<file path="config.mk">
export PLATFORM = sky130hd
export DESIGN_NAME = dlatch_ar_rst
export DESIGN_NICKNAME = d
export VERILOG_FILES = /design/src/rtl/dlatch_ar_rst_pkg.sv /design/src/rtl/dlatch_ar_rst_sat_counter.sv /design/src/rtl/dlatch_ar_rst.sv
export SDC_FILE = /design/constraint.sdc
export NUM_CORES = 1
export LEC_CHECK = 0
export ABC_AREA = 0
export CORE_AREA = 2 2 39 41
export CTS_CLUSTER_DIAMETER = 200
export CTS_CLUSTER_SIZE = 8
export DETAILED_ROUTE_END_ITERATION = 10
export DIE_AREA = 0 0 41 43
export GPL_TIMING_DRIVEN = 1
export MAX_ROUTING_LAYER = met4
export PLACE_DENSITY_LB_ADDON = 0.3
export SYNTH_ARGS = -nofsm -noshare
export SYNTH_HDL_FRONTEND = slang
export SYNTH_SLANG_ARGS = --single-unit
</file>
<file path="constraint.sdc">
create_clock -name clk -period 1.5 [get_ports clk]
set_input_delay 0.15 -clock clk [delete_from_list [all_inputs] [get_ports clk]]
set_output_delay 0.15 -clock clk [all_outputs]
set_load 0.1 [all_outputs]
</file>
<file path="src/rtl/dlatch_ar_rst_pkg.sv">
// dlatch_ar_rst_pkg: shared default widths and reset value for dlatch_ar_rst
package dlatch_ar_rst_pkg;
  localparam int DEF_WIDTH = 1;
  localparam int DEF_CNT_W = 8;
  localparam logic [DEF_WIDTH-1:0] DEF_RST_VAL = '0;
endpackage

</file>
<file path="src/rtl/dlatch_ar_rst_sat_counter.sv">
// sat_counter: saturating counter; clk, rst (sync), clr (zero), inc (count up), cnt (value, holds at max)
module sat_counter #(
  parameter int W = 8
) (
  input  logic         clk,
  input  logic         rst,
  input  logic         clr,
  input  logic         inc,
  output logic [W-1:0] cnt
);
  always_ff @(posedge clk)
    cnt <= (rst || clr) ? '0 : (inc && !(&cnt)) ? cnt + 1'b1 : cnt;
endmodule

</file>
<file path="src/rtl/dlatch_ar_rst.sv">
// dlatch_ar_rst: registered enable-hold; clk, rst (sync high), en (load), d -> q, q_vld (loaded since reset), upd (q changed pulse), hold_cnt (saturating cycles since load)
module dlatch_ar_rst
  import dlatch_ar_rst_pkg::*;
#(
  parameter int WIDTH = DEF_WIDTH,
  parameter logic [WIDTH-1:0] RST_VAL = WIDTH'(DEF_RST_VAL),
  parameter int CNT_W = DEF_CNT_W
) (
  input  logic             clk,
  input  logic             rst,
  input  logic             en,
  input  logic [WIDTH-1:0] d,
  output logic [WIDTH-1:0] q,
  output logic             q_vld,
  output logic             upd,
  output logic [CNT_W-1:0] hold_cnt
);
  always_ff @(posedge clk) begin
    if (rst) begin
      q     <= RST_VAL;
      q_vld <= 1'b0;
      upd   <= 1'b0;
    end else begin
      q     <= en ? d : q;
      q_vld <= q_vld | en;
      upd   <= en && (d != q);
    end
  end
  sat_counter #(.W(CNT_W)) u_cnt (
    .clk(clk),
    .rst(rst),
    .clr(en),
    .inc(!en),
    .cnt(hold_cnt)
  );
endmodule

</file>
==> results.json <==
{
  "status": "completed",
  "cp_max_fo": 6,
  "die_h_um": 43,
  "hold_ws_ns": 0.510,
  "crit_required_ns": 1.71,
  "gp_congestion": 0.760,
  "cts_setup_buffers": 0,
  "postCtsHoldBufs": 0,
  "critical_path_class": "flop to flop",
  "pin_count": 15,
  "initial_core_util_pct": 38.1,
  "seqCellArea_um2": 235,
  "fp.dieW_um": 41,
  "dp_cells": 89,
  "via_per_inst": 5.32,
  "dr.pass1.iters": 4,
  "clk_latency_ns": 0.27,
  "hp-start": "q_vld",
  "fin_setup_tns_ns": 0,
  "hpwl_um": 861,
  "finalHoldViolCount": 0,
  "synth_warnings": 0,
  "end_kind": "flop",
  "worst_slew_pin_slew_ns": 0.235,
  "post-route-period-util_pct": 92.4,
  "hold_end": "q_vld",
  "tritoncts": "yes",
  "drv_cap": 0,
  "r2r_slack_ns": 0.11,
  "ys_seq_area_share_pct": 41.8,
  "powerDensity_nw_per_um2": 746,
  "hp-class": "flop to flop",
  "rows": 14,
  "min_period_ns": 1.39,
  "critPathLaunchType": "flop",
  "max_clock_freq_mhz": 722,
  "wl_per_cell_um": 11.6,
  "netlist_area_um2": 527,
  "synthCells": 57,
  "fin_skew_ns": 0.00496,
  "num-nets-final": 83,
  "track_usage_pct": 15.2,
  "layout_common_cells": "11 x buf_12, 7 x nand2_1, 6 x nor2_1, 6 x dfxtp_2, 4 x a21oi_1",
  "clkTransAtPathRegs_ns": 0.07,
  "num_vias": 495,
  "core_um2": 1380,
  "peakVddDrop_mv": 0.468,
  "crit_start": "u_cnt.cnt[0]",
  "num_antenna_cells": 0,
  "ys_seq_elements": 11,
  "fill_cells": 111,
  "drt-initial-drc-count": 5,
  "layoutNonFillerInstCount": 93,
  "crit_slowest_cell": "a2111o_1",
  "grt_pass1_vias": 429,
  "layout_commonest_cell": "buf_12",
  "clock-sinks": 11,
  "rr_worst_depth": 4,
  "routed_wl_mm": 1.08,
  "relSlewSlack_pct": 84.3,
  "cts_max_level": 1,
  "syn_nets": 62,
  "drv_slew": 0,
  "ant_nets": 0,
  "multi_input_area_um2": 294,
  "clockRootBuffer": "clkbuf_4",
  "yosysUniqueCellTypes": 25,
  "slowest_delay_ns": 0.43,
  "antenna_found_initial": 0,
  "cts_inserted_buffers": 3,
  "drive_gt1_share_pct": 37.7,
  "crit_chain": "ha_2 > and3_1 > a2111o_1 > o21ai_2",
  "io_buffers": 14,
  "worstPathArrival_ns": 1.60,
  "hold_path_depth": 2,
  "grt_max_degree": 9,
  "leakagePower_nw": 0.332,
  "drc": 0,
  "reg2reg_to": "u_cnt.cnt[3]",
  "r2r_start": "u_cnt.cnt[0]",
  "syn2layout_area_growth_pct": 61.8,
  "rsz0062_at_grt": "false",
  "setup_viol": 0,
  "post_cts_resized": 0,
  "grt_pass1_wl_mm": 1.73,
  "cts_max_path_buffers": 2,
  "overflow": 0,
  "avgSynthCellArea_um2": 9.24,
  "die-area_um2": 1760
}
==> cell families (layout without fill, tap and decap cells) <==
family,Yosys count,after routing,synth area share (%)
AOI/OAI and AO/OA,15,15,21.1
adders and majority gates,1,1,2.37
muxes,2,2,3.80
and+or+nand+nor,25,25,26.4
DFF,11,11,41.8
buffers and inverters,2,22,2.85
xor gates and xnor gates,1,1,1.66
==> report_power, final <==
part | leakage (nW) | switching, mW | internal, mW
clock network | 0.0150 | 0.101 | 0.103
registers | 0.0941 | 0.0111 | 0.298
logic | 0.223 | 0.0726 | 0.0502
==> how the worst max path moves through the flow <==
stage / end / slack [ns] / cells past startpoint
floorplan: u_cnt.cnt[3] / 0.04 / 4
global placement: u_cnt.cnt[3] / 0.12 / 4
detailed placement: u_cnt.cnt[3] / 0.1 / 4
CTS: u_cnt.cnt[3] / 0.11 / 4
global route: u_cnt.cnt[3] / 0.06 / 4
finish: u_cnt.cnt[3] / 0.11 / 4
==> cells in the mapped netlist <==
library cell / n / share of area, %
a21boi_0: 1 / 1.4
nor3_1: 3 / 2.8
inv_1: 1 / 0.71
nand4_1: 2 / 2.4
nor2_1: 6 / 4.3
dfxtp_1: 11 / 42
and4_1: 1 / 1.7
nand3_1: 2 / 1.9
o21bai_1: 2 / 2.8
a211oi_2: 1 / 2.4
o311a_1: 2 / 3.8
o21ai_2: 1 / 1.7
nor3b_1: 1 / 1.4
o21ai_0: 2 / 1.9
ha_1: 1 / 2.4
a31oi_1: 1 / 1.2
nand2_1: 7 / 5.0
nand4b_4: 1 / 4.5
and3_1: 1 / 1.2
xnor2_1: 1 / 1.7
a21oi_1: 4 / 3.8
a2111o_1: 1 / 2.1
mux2i_1: 2 / 3.8
or2_1: 1 / 1.2
buf_6: 1 / 2.1
==> registers in the layout (all words and copies together), names as in the netlist <==
name / cells
upd: 1
q_vld: 1
q: 1
u_cnt.cnt: 8
==> layout make-up <==
cell class / count / share of cell area (%)
clock buffer: 4 / 3.08
inverter: 1 / 0.441
multi-input combinational: 44 / 34.5
sequential: 11 / 27.6
tap: 16 / 2.35
timing repair buffer: 17 / 32.0
==> layer usage <==
layer  wire, um  GRT usage [%]  part of all wire, %
met2        546           19.4                   51
met4         26           10.0                  2.4
met5          0              -                    0
met3         46           4.71                  4.3
met1        458           20.0                   42
==> critical path: cells and delay by family (launching register included) <==
family	cells	cell delay (ns)
AO/OA/AOI/OAI	2	0.49
adder cells (fa/ha/maj)	1	0.22
flip-flops	1	0.37
AND/OR/NAND/NOR	1	0.24
==> through the flow <==
stage / area [um^2] / power [mW] / setup slack (ns) / util, %
global route: 852 / 0.662 / 0.0621 / 61.6
detailed placement: 826 / 0.439 / 0.0953 / 59.7
global placement: 826 / 0.438 / 0.118 / 59.7
floorplan: 544 / 0.383 / 0.0407 / -
CTS: 852 / 0.647 / 0.108 / 61.6
finish: 852 / 0.636 / 0.114 / 61.6
No activity file was read; power rests on OpenSTA's default activity.
